## src/rtl/fp32_tree_arbiter.sv

```systemverilog
// Round-robin arbiter sharing one fixed-latency fp32 adder tree among NUM_REQ requesters, with in-order response FIFO.
// Optional performance counters: define FP32_TREE_ARB_PERF_CNT_EN.
module fp32_tree_arbiter #(
    parameter int unsigned NUM_REQ    = 4,
    parameter int unsigned NUM_INPUTS = 8,
    parameter int unsigned TREE_LAT   = 4,
    parameter int unsigned RSP_DEPTH  = 8
) (
    input  logic                               clk,
    input  logic                               rst_n,
    input  logic [NUM_REQ-1:0]                 req_valid,
    input  logic [NUM_REQ*NUM_INPUTS*32-1:0]   req_data_flat,
    output logic [NUM_REQ-1:0]                 req_ready,
    output logic                               tree_in_valid,
    output logic [NUM_INPUTS*32-1:0]           tree_in_data,
    input  logic                               tree_out_valid,
    input  logic [31:0]                        tree_out_result,
    output logic [NUM_REQ-1:0]                 rsp_valid,
    output logic [31:0]                        rsp_data,
    input  logic [NUM_REQ-1:0]                 rsp_ready,
    output logic                               err_unexpected
`ifdef FP32_TREE_ARB_PERF_CNT_EN
    ,
    output logic [31:0]                        issue_cnt,
    output logic [31:0]                        stall_cnt
`endif
);

    localparam int unsigned TAG_W = (NUM_REQ > 1) ? $clog2(NUM_REQ) : 1;
    localparam int unsigned VEC_W = NUM_INPUTS * 32;
    localparam int unsigned CNT_W = $clog2(RSP_DEPTH + 1);
    localparam int unsigned PTR_W = (RSP_DEPTH > 1) ? $clog2(RSP_DEPTH) : 1;

    logic [TAG_W-1:0] r_rr_ptr;
    logic [TAG_W-1:0] r_issue_tag;
    logic [TAG_W-1:0] w_grant_idx;
    logic [TAG_W-1:0] w_idx;
    logic             w_grant_any;
    logic             w_can_issue;
    logic             w_push;
    logic             w_pop;
    logic [CNT_W-1:0] r_outstanding;
    logic [CNT_W-1:0] r_count;
    logic [PTR_W-1:0] r_wr_ptr;
    logic [PTR_W-1:0] r_rd_ptr;
    logic             r_tag_vld   [TREE_LAT];
    logic [TAG_W-1:0] r_tag       [TREE_LAT];
    logic [TAG_W-1:0] r_fifo_tag  [RSP_DEPTH];
    logic [31:0]      r_fifo_data [RSP_DEPTH];

    function automatic logic [PTR_W-1:0] ptr_inc(input logic [PTR_W-1:0] p);
        return (p == PTR_W'(RSP_DEPTH - 1)) ? '0 : p + PTR_W'(1);
    endfunction

    assign w_can_issue = (r_outstanding < CNT_W'(RSP_DEPTH));

    // Search from rr_ptr upward; descending loop lets the nearest requester win. NUM_REQ is a power of two so the add wraps.
    always_comb begin
        w_grant_any = 1'b0;
        w_grant_idx = '0;
        w_idx       = '0;
        req_ready   = '0;
        if (w_can_issue) begin
            for (int k = int'(NUM_REQ) - 1; k >= 0; k--) begin
                w_idx = r_rr_ptr + TAG_W'(k);
                if (req_valid[w_idx]) begin
                    w_grant_any = 1'b1;
                    w_grant_idx = w_idx;
                end
            end
        end
        if (w_grant_any) begin
            req_ready[w_grant_idx] = 1'b1;
        end
    end

    assign w_push = tree_out_valid && r_tag_vld[TREE_LAT-1];
    assign w_pop  = (r_count != '0) && rsp_ready[r_fifo_tag[r_rd_ptr]];

    always_comb begin
        rsp_valid = '0;
        rsp_data  = '0;
        if (r_count != '0) begin
            rsp_valid[r_fifo_tag[r_rd_ptr]] = 1'b1;
            rsp_data                        = r_fifo_data[r_rd_ptr];
        end
    end

    // Issue register; tag pipe is fed from it so its last stage lines up with tree_out_valid.
    always_ff @(posedge clk) begin
        if (!rst_n) begin
            tree_in_valid  <= 1'b0;
            tree_in_data   <= '0;
            r_issue_tag    <= '0;
            r_rr_ptr       <= '0;
            r_outstanding  <= '0;
            r_count        <= '0;
            r_wr_ptr       <= '0;
            r_rd_ptr       <= '0;
            err_unexpected <= 1'b0;
            for (int k = 0; k < int'(TREE_LAT); k++) begin
                r_tag_vld[k] <= 1'b0;
                r_tag[k]     <= '0;
            end
        end else begin
            tree_in_valid <= w_grant_any;
            if (w_grant_any) begin
                tree_in_data <= req_data_flat[int'(w_grant_idx)*VEC_W +: VEC_W];
                r_issue_tag  <= w_grant_idx;
                r_rr_ptr     <= w_grant_idx + TAG_W'(1);
            end
            r_tag_vld[0] <= tree_in_valid;
            r_tag[0]     <= r_issue_tag;
            for (int k = 1; k < int'(TREE_LAT); k++) begin
                r_tag_vld[k] <= r_tag_vld[k-1];
                r_tag[k]     <= r_tag[k-1];
            end
            if (w_grant_any && !w_pop) begin
                r_outstanding <= r_outstanding + CNT_W'(1);
            end else if (!w_grant_any && w_pop) begin
                r_outstanding <= r_outstanding - CNT_W'(1);
            end
            if (w_push && !w_pop) begin
                r_count <= r_count + CNT_W'(1);
            end else if (!w_push && w_pop) begin
                r_count <= r_count - CNT_W'(1);
            end
            if (w_push) begin
                r_wr_ptr <= ptr_inc(r_wr_ptr);
            end
            if (w_pop) begin
                r_rd_ptr <= ptr_inc(r_rd_ptr);
            end
            if (tree_out_valid && !r_tag_vld[TREE_LAT-1]) begin
                err_unexpected <= 1'b1;
            end
        end
    end

    // Response storage needs no reset: entries are only visible while counted.
    always_ff @(posedge clk) begin
        if (w_push) begin
            r_fifo_tag[r_wr_ptr]  <= r_tag[TREE_LAT-1];
            r_fifo_data[r_wr_ptr] <= tree_out_result;
        end
    end

`ifdef FP32_TREE_ARB_PERF_CNT_EN
    always_ff @(posedge clk) begin
        if (!rst_n) begin
            issue_cnt <= '0;
            stall_cnt <= '0;
        end else begin
            issue_cnt <= issue_cnt + 32'(w_grant_any);
            stall_cnt <= stall_cnt + 32'((|req_valid) && !w_can_issue);
        end
    end
`endif

endmodule

```

## config.mk

```make
export PLATFORM = sky130hd
export DESIGN_NAME = fp32_tree_arbiter
export DESIGN_NICKNAME = d
export VERILOG_FILES = /design/src/rtl/fp32_tree_arbiter.sv
export SDC_FILE = /design/constraint.sdc
export NUM_CORES = 1
export LEC_CHECK = 0
export CORE_AREA = 2 2 537 539
export DETAILED_ROUTE_END_ITERATION = 6
export DIE_AREA = 0 0 539 541
export GPL_TIMING_DRIVEN = 0
export SLEW_MARGIN = 20
export SYNTH_ARGS = -nofsm -noshare
export SYNTH_HDL_FRONTEND = slang
export SYNTH_SLANG_ARGS = --single-unit
```

## constraint.sdc

```tcl
create_clock -name clk -period 5.45 [get_ports clk]
set_clock_uncertainty 0.15 [all_clocks]
set_input_delay 0.8175 -clock clk [delete_from_list [all_inputs] [get_ports clk]]
set_output_delay 0.8175 -clock clk [all_outputs]
set_load 0.01 [all_outputs]
```

==> impl_metrics.env <==
export IMPL_worstSetupEndpointType="output pin"
export IMPL_post_cts_buffers=0
export IMPL_yosysMostFrequentCell="mux2i_1"
export IMPL_synthFlopType="dfxtp_1"
export IMPL_post_cts_resized=0
export IMPL_grt_ovfl_total=0
export IMPL_p_per_area_nw_per_um2=445
export IMPL_root_buffer="clkbuf_16"
export IMPL_netlist_area_um2=25900
export IMPL_vdd_drop_max_mv=0.236
export IMPL_final_util=0.166
export IMPL_antenna_found_initial=201
export IMPL_arrival_ns=4.23
export IMPL_first_pass_iters=6
export IMPL_worstPathMaxFanout=11
export IMPL_routed_wl_um=273000
export IMPL_ys_ff_latch=563
export IMPL_vias=26400
export IMPL_drv_cap=0
export IMPL_postLayoutCellArea_um2=47700
export IMPL_die_w_um=539
export IMPL_syn_nets=3111
export IMPL_cts_tree="done"
export IMPL_layout_min_cycle_time_ns=5.20
export IMPL_crit_top_cell="clkdlybuf4s50_1"
export IMPL_place_area_um2=44900
export IMPL_status="complete, no violations"
export IMPL_place_gp_congestion=0.965
export IMPL_slew_limit_headroom=0.232
export IMPL_nNetsFinal=4598
export IMPL_finalHoldViolations=0
export IMPL_vias_per_cell=3.57
export IMPL_routedWlPerCell_um=36.9
export IMPL_crit_chain="clkdlybuf4s50_1 > nand2b_1 > a21oi_1 > a2111o_1 > buf_2 > buf_1 > inv_2 > ha_1 > and2_1 > clkdlybuf4s50_1"
export IMPL_fp_dieH_um=541
export IMPL_htree_levels=3
export IMPL_finalPower_mw=21.2
export IMPL_pre_cts_ws_ns=-0.519
export IMPL_fp_coreArea_um2=286000
export IMPL_setup_viol=0
export IMPL_worst_ep_required_time_ns=4.48
export IMPL_synth_top_area_share=0.315
export IMPL_track_usage=0.180
export IMPL_synth_edf_count=272
export IMPL_slew_viol_final=0
export IMPL_ys_warn_count=0
export IMPL_drt_iter0_drc=2532
export IMPL_hold_path_class="reg -> reg"
export IMPL_synth_distinct_cells=35
export IMPL_syn_area_per_cell_um2=12.8
export IMPL_grt_pass1_wl_um=329000
export IMPL_clk_latency_ns=0.75
export IMPL_period_share=0.954
export IMPL_drive_gt1_frac=0.0907
export IMPL_slowest_delay_ns=0.77
export IMPL_rows=197
export IMPL_p_leak_nw=17.5
export IMPL_crit_type="in -> out"
export IMPL_netlist_top_cells_count="mux2i_1, dfxtp_1, edfxtp_1"
export IMPL_ys_seq_area_frac=0.539
export IMPL_hold_buffers=0
export IMPL_cpLargestDelayFamily="buffers and inverters"
export IMPL_drc=0
export IMPL_worst_pin_slew_ns=1.15
export IMPL_ant_nets=0
export IMPL_cp_num_buf_inv=5
export IMPL_area_growth_pct=83.8
export IMPL_rsz0062_at_grt="no"
export IMPL_netlist_instances=2028
export IMPL_startpoint_type="input pin"
export IMPL_synth_largest_area_cell="edfxtp_1"
export IMPL_dp_hpwl_um=243000
export IMPL_postSynth_asyncResetShare=0
export IMPL_die_area_um2=292000
export IMPL_slowest_stage="buf_1"
export IMPL_clk_pin_slew_ns=0.06
export IMPL_worst_slack_ns=0.252
export IMPL_grt_pass1_vias=26000
export IMPL_grt_max_degree=16
export IMPL_io_buffers=1363
export IMPL_cts_sinks=563
export IMPL_cts_made_buffers=81
export IMPL_setup_tns_ns=0
export IMPL_ys_top_cells_by_area="edfxtp_1, dfxtp_1, mux2i_1"
export IMPL_start_util=0.0906
export IMPL_n_fill_cell=31600
export IMPL_io_pins=1365
export IMPL_max_freq_mhz=192
export IMPL_cts_max_path_buffers=4
## area by class of cell
type	count	area (um^2)	share of cell area
Multi-Input combinational cell	1287	11300	0.237
Clock inverter	38	385	0.00809
Inverter	10	37.5	0.000788
Tap cell	3781	4730	0.0993
Timing Repair Buffer	1404	14100	0.296
Buffer	168	727	0.0153
Antenna cell	59	148	0.00310
Clock buffer	101	2230	0.0469
Sequential cell	563	14000	0.294
## registers in the layout (all words and copies together), names as in the netlist, 4 cells and up, named ones only
| register | flops |
|---|---|
| r_fifo_data | 256 |
| r_outstanding | 4 |
| r_tag | 8 |
| tree_in_data | 256 |
| r_fifo_tag | 16 |
| r_tag_vld | 4 |
| r_count | 4 |
## power by group
| group | leakage (nW) | switching (mW) | internal, mW |
|---|---|---|---|
| sequential | 4.89 | 0.610 | 5.19 |
| combinational | 11.3 | 6.00 | 4.01 |
| clock | 1.29 | 2.23 | 3.15 |
## logic make-up after synthesis
| group | share of synthesized area |
|---|---|
| buf+inv | 0.0287 |
| simple gates | 0.0558 |
| mux | 0.274 |
| xor+xnor | 0.00203 |
| fa+ha+maj | 0.00830 |
| compound gates | 0.0922 |
| flops | 0.539 |
## worst register-to-register path: cells and delay by family, from the launching register on
kind            cells  cell delay [ns]
compound gates      2             0.53
buf+inv             4             2.51
flops               1             0.31
mux                 1             0.90
## through the flow
step / hold slack [ns] / instances
after CTS: 0.266 / 7352
after global routing: 0.306 / 7381
after floorplan: 0.262 / 2028
after global placement: 0.278 / 7172
final: 0.268 / 7411
after detailed placement: 0.271 / 7213
## layer usage
metal  vias to the layer above  GRT usage  part of all wire
met4                       104     0.0580             0.034
met1                     13200      0.198              0.37
met2                      1710      0.300              0.47
li1                      11000          -                 -
met5                         -          0            0.0025
met3                       424     0.0905              0.12
## path summary, 6_finish.rpt
kind | cells after the start | endpoint | startpoint | slack [ns]
max | 10 | req_ready[3] | req_valid[1] | 0.25
min | 1 | r_tag[0][5] | r_tag[0][3] | 0.27
max reg2reg | 7 | tree_in_data[218] | r_outstanding[3] | 0.87
min reg2reg | 1 | r_tag[0][5] | r_tag[0][3] | 0.27
## cell usage in the layout (no fill, tap or decap), drive strengths merged, types with 19 or more instances in the layout
| master | instances |
|---|---|
| clkdlybuf4s50 | 1363 |
| mux2i | 549 |
| dfxtp | 291 |
| edfxtp | 272 |
| nand2 | 270 |
| o221ai | 256 |
| clkbuf | 210 |
| buf | 100 |
| mux4 | 68 |
| diode | 59 |
| nor2 | 51 |
| clkinv | 22 |
| inv | 19 |
No activity file was read; power rests on OpenSTA's default activity.
